--- src/rtl/multi_edge_det_pkg.sv ---
// rtl/multi_edge_det_pkg.sv - shared types and defaults for the multi-channel edge detector
package edge_det_pkg;

    typedef enum logic [1:0] {
        EDGE_OFF  = 2'b00,
        EDGE_RISE = 2'b01,
        EDGE_FALL = 2'b10,
        EDGE_BOTH = 2'b11
    } edge_mode_e;

    localparam int SYNC_STAGES_DEF = 2;

endpackage

--- src/rtl/multi_edge_det_if.sv ---
// rtl/multi_edge_det_if.sv - channel-vector bus between the edge detector and its user
interface multi_edge_det_if #(
    parameter int NCH   = 4,
    parameter int CNT_W = 8
);
    logic [NCH-1:0]            sig_i;
    logic [NCH-1:0][1:0]       mode_i;
    logic [NCH-1:0]            clr_i;
    logic [NCH-1:0]            det_o;
    logic [NCH-1:0]            sticky_o;
    logic [NCH-1:0][CNT_W-1:0] cnt_o;
    logic                      any_o;

    modport master (
        output sig_i, mode_i, clr_i,
        input  det_o, sticky_o, cnt_o, any_o
    );

    modport slave (
        input  sig_i, mode_i, clr_i,
        output det_o, sticky_o, cnt_o, any_o
    );
endinterface

--- src/rtl/multi_edge_det_chan.sv ---
// rtl/multi_edge_det_chan.sv - one edge-detect channel; glitch filter under EDGE_DET_GLITCH_FILTER_EN
module edge_det_chan
    import edge_det_pkg::*;
#(
    parameter int SYNC_STAGES = SYNC_STAGES_DEF,
    parameter int CNT_W       = 8,
    parameter int FILT_CYCLES = 3
) (
    input  logic             clk,
    input  logic             rst,
    input  logic             i_sig,
    input  edge_mode_e       i_mode,
    input  logic             i_clr,
    output logic             o_det,
    output logic             o_sticky,
    output logic [CNT_W-1:0] o_cnt
);
    localparam logic [CNT_W-1:0] CNT_MAX = '1;

    logic [SYNC_STAGES-1:0] r_sync;
    logic                   r_prev;
    logic                   r_det;
    logic                   r_sticky;
    logic [CNT_W-1:0]       r_cnt;
    logic                   w_s;
    logic                   w_f;
    logic                   w_rise;
    logic                   w_fall;
    logic                   w_det;

    assign w_s = r_sync[SYNC_STAGES-1];

    // Shift the asynchronous line through the synchroniser chain
    always_ff @(posedge clk or negedge rst) begin
        if (!rst) r_sync <= '0;
        else      r_sync <= {r_sync[SYNC_STAGES-2:0], i_sig};
    end

`ifdef EDGE_DET_GLITCH_FILTER_EN
    localparam int FCW = (FILT_CYCLES < 2) ? 1 : $clog2(FILT_CYCLES + 1);

    logic           r_filt;
    logic [FCW-1:0] r_fcnt;

    // Accept a new level only once it has differed from the held level for FILT_CYCLES clocks
    always_ff @(posedge clk or negedge rst) begin
        if (!rst) begin
            r_filt <= 1'b0;
            r_fcnt <= '0;
        end else if (w_s == r_filt) begin
            r_fcnt <= '0;
        end else if (r_fcnt == FCW'(FILT_CYCLES - 1)) begin
            r_filt <= w_s;
            r_fcnt <= '0;
        end else begin
            r_fcnt <= r_fcnt + 1'b1;
        end
    end

    assign w_f = r_filt;
`else
    logic w_unused_filt;
    assign w_unused_filt = (FILT_CYCLES > 0);
    assign w_f           = w_s;
`endif

    assign w_rise = w_f & ~r_prev;
    assign w_fall = ~w_f & r_prev;
    assign w_det  = ((i_mode == EDGE_RISE || i_mode == EDGE_BOTH) & w_rise) |
                    ((i_mode == EDGE_FALL || i_mode == EDGE_BOTH) & w_fall);

    // Detect pulse, sticky flag and saturating count all update on the same edge; detect beats clear
    always_ff @(posedge clk or negedge rst) begin
        if (!rst) begin
            r_prev   <= 1'b0;
            r_det    <= 1'b0;
            r_sticky <= 1'b0;
            r_cnt    <= '0;
        end else begin
            r_prev   <= w_f;
            r_det    <= w_det;
            r_sticky <= w_det | (r_sticky & ~i_clr);
            if (i_clr)
                r_cnt <= w_det ? CNT_W'(1) : '0;
            else if (w_det && r_cnt != CNT_MAX)
                r_cnt <= r_cnt + 1'b1;
        end
    end

    assign o_det    = r_det;
    assign o_sticky = r_sticky;
    assign o_cnt    = r_cnt;
endmodule

--- src/rtl/multi_edge_det.sv ---
// rtl/multi_edge_det.sv - multi-channel edge detector top; optional filter macro EDGE_DET_GLITCH_FILTER_EN
module multi_edge_det
    import edge_det_pkg::*;
#(
    parameter int NCH         = 4,
    parameter int SYNC_STAGES = SYNC_STAGES_DEF,
    parameter int CNT_W       = 8,
    parameter int FILT_CYCLES = 3
) (
    input  logic            clk,
    input  logic            rst,
    multi_edge_det_if.slave bus
);
    logic [NCH-1:0] w_det;

    // One independent channel per input line
    for (genvar g = 0; g < NCH; g++) begin : g_chan
        edge_det_chan #(
            .SYNC_STAGES (SYNC_STAGES),
            .CNT_W       (CNT_W),
            .FILT_CYCLES (FILT_CYCLES)
        ) u_chan (
            .clk      (clk),
            .rst      (rst),
            .i_sig    (bus.sig_i[g]),
            .i_mode   (edge_mode_e'(bus.mode_i[g])),
            .i_clr    (bus.clr_i[g]),
            .o_det    (w_det[g]),
            .o_sticky (bus.sticky_o[g]),
            .o_cnt    (bus.cnt_o[g])
        );
    end

    assign bus.det_o = w_det;
    assign bus.any_o = |w_det;
endmodule
--- src/flat_wrapper.sv ---
// flat-port wrapper written by rule: the top's interface ports become plain ports
module multi_edge_det_flat import edge_det_pkg::*;
#(
    parameter int NCH         = 4,
    parameter int SYNC_STAGES = SYNC_STAGES_DEF,
    parameter int CNT_W       = 8,
    parameter int FILT_CYCLES = 3
)
  (clk, rst, bus_sig_i, bus_mode_i, bus_clr_i, bus_det_o, bus_sticky_o, bus_cnt_o, bus_any_o);
  multi_edge_det_if #(.NCH(NCH), .CNT_W(CNT_W)) bus_i ();
  input  logic clk;
  input  logic rst;
  input wire logic [$bits(bus_i.sig_i)-1:0] bus_sig_i;
  input wire logic [$bits(bus_i.mode_i)-1:0] bus_mode_i;
  input wire logic [$bits(bus_i.clr_i)-1:0] bus_clr_i;
  output wire logic [$bits(bus_i.det_o)-1:0] bus_det_o;
  output wire logic [$bits(bus_i.sticky_o)-1:0] bus_sticky_o;
  output wire logic [$bits(bus_i.cnt_o)-1:0] bus_cnt_o;
  output wire logic [$bits(bus_i.any_o)-1:0] bus_any_o;
  assign bus_i.sig_i = bus_sig_i;
  assign bus_i.mode_i = bus_mode_i;
  assign bus_i.clr_i = bus_clr_i;
  assign bus_det_o = bus_i.det_o;
  assign bus_sticky_o = bus_i.sticky_o;
  assign bus_cnt_o = bus_i.cnt_o;
  assign bus_any_o = bus_i.any_o;
  multi_edge_det #(.NCH(NCH), .SYNC_STAGES(SYNC_STAGES), .CNT_W(CNT_W), .FILT_CYCLES(FILT_CYCLES)) u_core (.clk(clk), .rst(rst), .bus(bus_i));
endmodule
--- config.mk ---
export PLATFORM = sky130hd
export DESIGN_NAME = multi_edge_det_flat
export DESIGN_NICKNAME = d
export VERILOG_FILES = /design/src/rtl/multi_edge_det_pkg.sv /design/src/rtl/multi_edge_det_if.sv /design/src/rtl/multi_edge_det_chan.sv /design/src/rtl/multi_edge_det.sv /design/src/flat_wrapper.sv
export SDC_FILE = /design/constraint.sdc
export NUM_CORES = 1
export LEC_CHECK = 0
export CELL_PAD_IN_SITES_DETAIL_PLACEMENT = 0
export CELL_PAD_IN_SITES_GLOBAL_PLACEMENT = 2
export CORE_MARGIN = 2
export CORE_UTILIZATION = 32
export CTS_CLUSTER_SIZE = 30
export DETAILED_ROUTE_END_ITERATION = 7
export HOLD_SLACK_MARGIN = 0.02
export PLACE_DENSITY = 0.85
export SLEW_MARGIN = 20
export SYNTH_ARGS = -nofsm -noshare
export SYNTH_HDL_FRONTEND = slang
export SYNTH_SLANG_ARGS = --single-unit
export TNS_END_PERCENT = 50
--- constraint.sdc ---
create_clock -name clk -period 3.71 [get_ports clk]
set_input_delay 0.742 -clock clk [delete_from_list [all_inputs] [get_ports clk]]
set_output_delay 0.742 -clock clk [all_outputs]
set_load 0.01 [all_outputs]
==> impl_metrics.tcl <==
set metrics [dict create \
    slowest_delay_ps 520 \
    top_usage_layer "met2" \
    drv_slew 0 \
    nFillCells 709 \
    fin_area_um2 3020 \
    multi_input_area_um2 908 \
    clock_sinks 52 \
    power_per_cell_area_nw_per_um2 344 \
    dp_hpwl_um 3510 \
    worstPathRequired_ps 2970 \
    rr_endpoint "u_core.g_chan[3].u_chan.o_cnt[1]" \
    clk_latency_ps 290 \
    grt.met2_usage_pct 19.0 \
    ant_nets 0 \
    rows 31 \
    cp_max_fo 2 \
    final_hold_viol_count 0 \
    regArea_um2 1300 \
    place_area_um2 2950 \
    num_io_pins 59 \
    io_buffers 58 \
    drtPass1Iterations 4 \
    vias 1879 \
    hold_path_depth 0 \
    final.setup.tns_ps 0 \
    cts_resized 0 \
    yosysWarnings 0 \
    synth-seq-cells 52 \
    root_buffer "clkbuf_8" \
    drt-initial-drc-count 52 \
    start_kind "register" \
    rsz0062_at_grt "false" \
    layout_common_cells "clkdlybuf4s50_1 (57), dfrtp_1 (52), a21oi_1 (23)" \
    syn_area_per_cell_um2 10.4 \
    critPathKind "reg -> out" \
    grt_antenna_before_repair 0 \
    grt_max_degree 29 \
    syn-num-nets 247 \
    met3_usage_pct 3.02 \
    r2r_start "u_core.g_chan[3].u_chan.o_cnt[0]" \
    place.gp.congestion 0.770 \
    fin_nets 297 \
    leakagePower_nw 1.20 \
    layout-drive-gt1-share_pct 2.93 \
    finalSetupViolations 0 \
    relSlewSlack_pct 35.6 \
    diodes 0 \
    grt_pass1_vias 1663 \
    fmax_mhz 410 \
    netlist-cell-type-count 28 \
    cp-end-kind "output pin" \
    avgRoutedWirePerCell_um 13.4 \
    synthToLayoutAreaGrowth_pct 28.8 \
    cts_max_level 2 \
    path_cells "or4_1, clkdlybuf4s50_1" \
    clockBufferDepth 2 \
    cts_tree "done" \
    peakVddDrop_mv 0.188 \
    overflow 0 \
    final.period_utilization_pct 65.8 \
    grtUsageMet1_pct 18.1 \
    r2r_cells 5 \
    min_to "u_core.g_chan[1].u_chan.r_sync[1]" \
    syn_area_um2 2340 \
    grt_util_all_layers_pct 12.4 \
    cap_violations 0 \
    hold_class "reg -> reg" \
    cts_buffers 5 \
    initial_core_util_pct 32.7 \
    wl_um 4980 \
    drc_errors 0 \
    yosysSeqAreaShare_pct 55.5 \
    outcome "completed" \
    cts.hold.buffers_added 0 \
    die_area_um2 8030 \
    routed_via_density 5.05 \
    max_slew.worst_pin.slew_ps 966 \
    path_clk_slew_ps 90 \
    die_w_um 89.6 \
    post_cts.repair.setup_buffers 0 \
    rrSetupSlack_ps 1730 \
    fin_skew_ps 3.18 \
    die_h_um 89.6 \
    slowest_stage "or4_1" \
    grt_first_pass_wirelength_um 7800 \
    syn_inst 225 \
    worstHoldStart "u_core.g_chan[1].u_chan.r_sync[0]" \
    fin_crit_ps 2440 \
    core-area_um2 7180 \
    arrival_ps 1700 \
    final_common_cell "clkdlybuf4s50_1" \
]
-- worst max-delay path, delay by kind of cell (launching register included) --
kind | cells | cell delay, ps
DFF | 1 | 410
and+or+nand+nor | 1 | 520
buffers and inverters | 1 | 490
-- worst max path at each step --
| stage | depth (start not counted) | end | slack (ps) | from |
|---|---|---|---|---|
| 4_1_cts | 2 | bus_any_o | 1240 | u_core.g_chan[2].u_chan.o_det |
| 3_5_place_dp | 5 | u_core.g_chan[2].u_chan.o_cnt[4] | 1170 | bus_mode_i[4] |
| 6_report | 2 | bus_any_o | 1270 | u_core.g_chan[2].u_chan.o_det |
| 5_1_grt | 2 | bus_any_o | 1190 | u_core.g_chan[2].u_chan.o_det |
| 3_3_place_gp | 5 | u_core.g_chan[2].u_chan.o_cnt[1] | 1200 | bus_mode_i[4] |
| 2_1_floorplan | 5 | u_core.g_chan[2].u_chan.o_cnt[1] | 1960 | bus_mode_i[4] |
-- area by class of cell --
class	count	area share, %
Sequential cell	52	43.1
Multi-Input combinational cell	148	30.1
Timing Repair Buffer	59	19.3
Tap cell	99	4.10
Clock buffer	5	2.28
Inverter	9	1.12
-- cells in the mapped netlist --
library cell | number | area [um^2]
clkbuf_1 | 3 | 11.3
nand2_1 | 17 | 63.8
buf_2 | 3 | 15.0
a2111oi_0 | 1 | 8.76
o31ai_1 | 10 | 75.1
a21oi_1 | 23 | 115
nand4_1 | 4 | 25.0
o21ai_0 | 11 | 55.1
or4_1 | 11 | 82.6
nand3_1 | 20 | 100
dfrtp_1 | 52 | 1300
a311oi_1 | 1 | 8.76
nor2_1 | 7 | 26.3
o22ai_1 | 1 | 6.26
nand3b_1 | 6 | 45.0
o2bb2ai_1 | 3 | 26.3
a21o_1 | 4 | 30.0
buf_6 | 1 | 11.3
buf_1 | 1 | 3.75
buf_4 | 8 | 60.1
o211ai_1 | 4 | 30.0
or2_2 | 1 | 6.26
or3_1 | 11 | 68.8
o21a_1 | 1 | 7.51
ha_1 | 4 | 50.1
mux2i_1 | 6 | 60.1
and3b_1 | 2 | 17.5
inv_1 | 9 | 33.8
-- sequential cells by signal (all words and copies together) (netlist names) --
signal / cells
u_core.g_chan.u_chan.r_sync: 8
u_core.g_chan.u_chan.o_cnt: 32
u_core.g_chan.u_chan.o_det: 4
u_core.g_chan.u_chan.o_sticky: 4
u_core.g_chan.u_chan.r_prev: 4
-- per-stage QoR --
stage	setup WS (ps)	cells	utilization [%]	hold slack (ps)	power, mW
5_1_grt	1190	372	42.1	374	1.10
3_3_place_gp	1200	367	41.1	332	0.760
2_1_floorplan	1960	225	-	331	0.690
6_report	1270	372	42.1	352	1.04
3_5_place_dp	1170	367	41.1	335	0.762
4_1_cts	1240	372	42.1	356	1.06
-- per-layer routing --
| metal | routed length, um | vias to the layer above |
|---|---|---|
| met1 | 2470 | 907 |
| li1 | - | 921 |
| met5 | 0 | - |
| met2 | 2240 | 49 |
| met3 | 250 | 2 |
| met4 | 21 | 0 |
-- where the power goes --
part | internal (mW) | total, mW | switching, mW
clock network | 0.122 | 0.292 | 0.169
registers | 0.591 | 0.614 | 0.0226
logic | 0.0700 | 0.134 | 0.0636
-- kinds of logic (layout without fill, tap and decap cells) --
| logic type | count (synthesis) | count (layout) | share of synthesized area, % |
|---|---|---|---|
| DFF | 52 | 52 | 55.5 |
| and+or+nand+nor | 79 | 79 | 18.6 |
| muxes | 6 | 6 | 2.56 |
| buffers and inverters | 25 | 73 | 5.76 |
| AOI/OAI and AO/OA | 59 | 59 | 15.5 |
| adders and majority gates | 4 | 4 | 2.13 |
(Power assumes the default switching activity.)
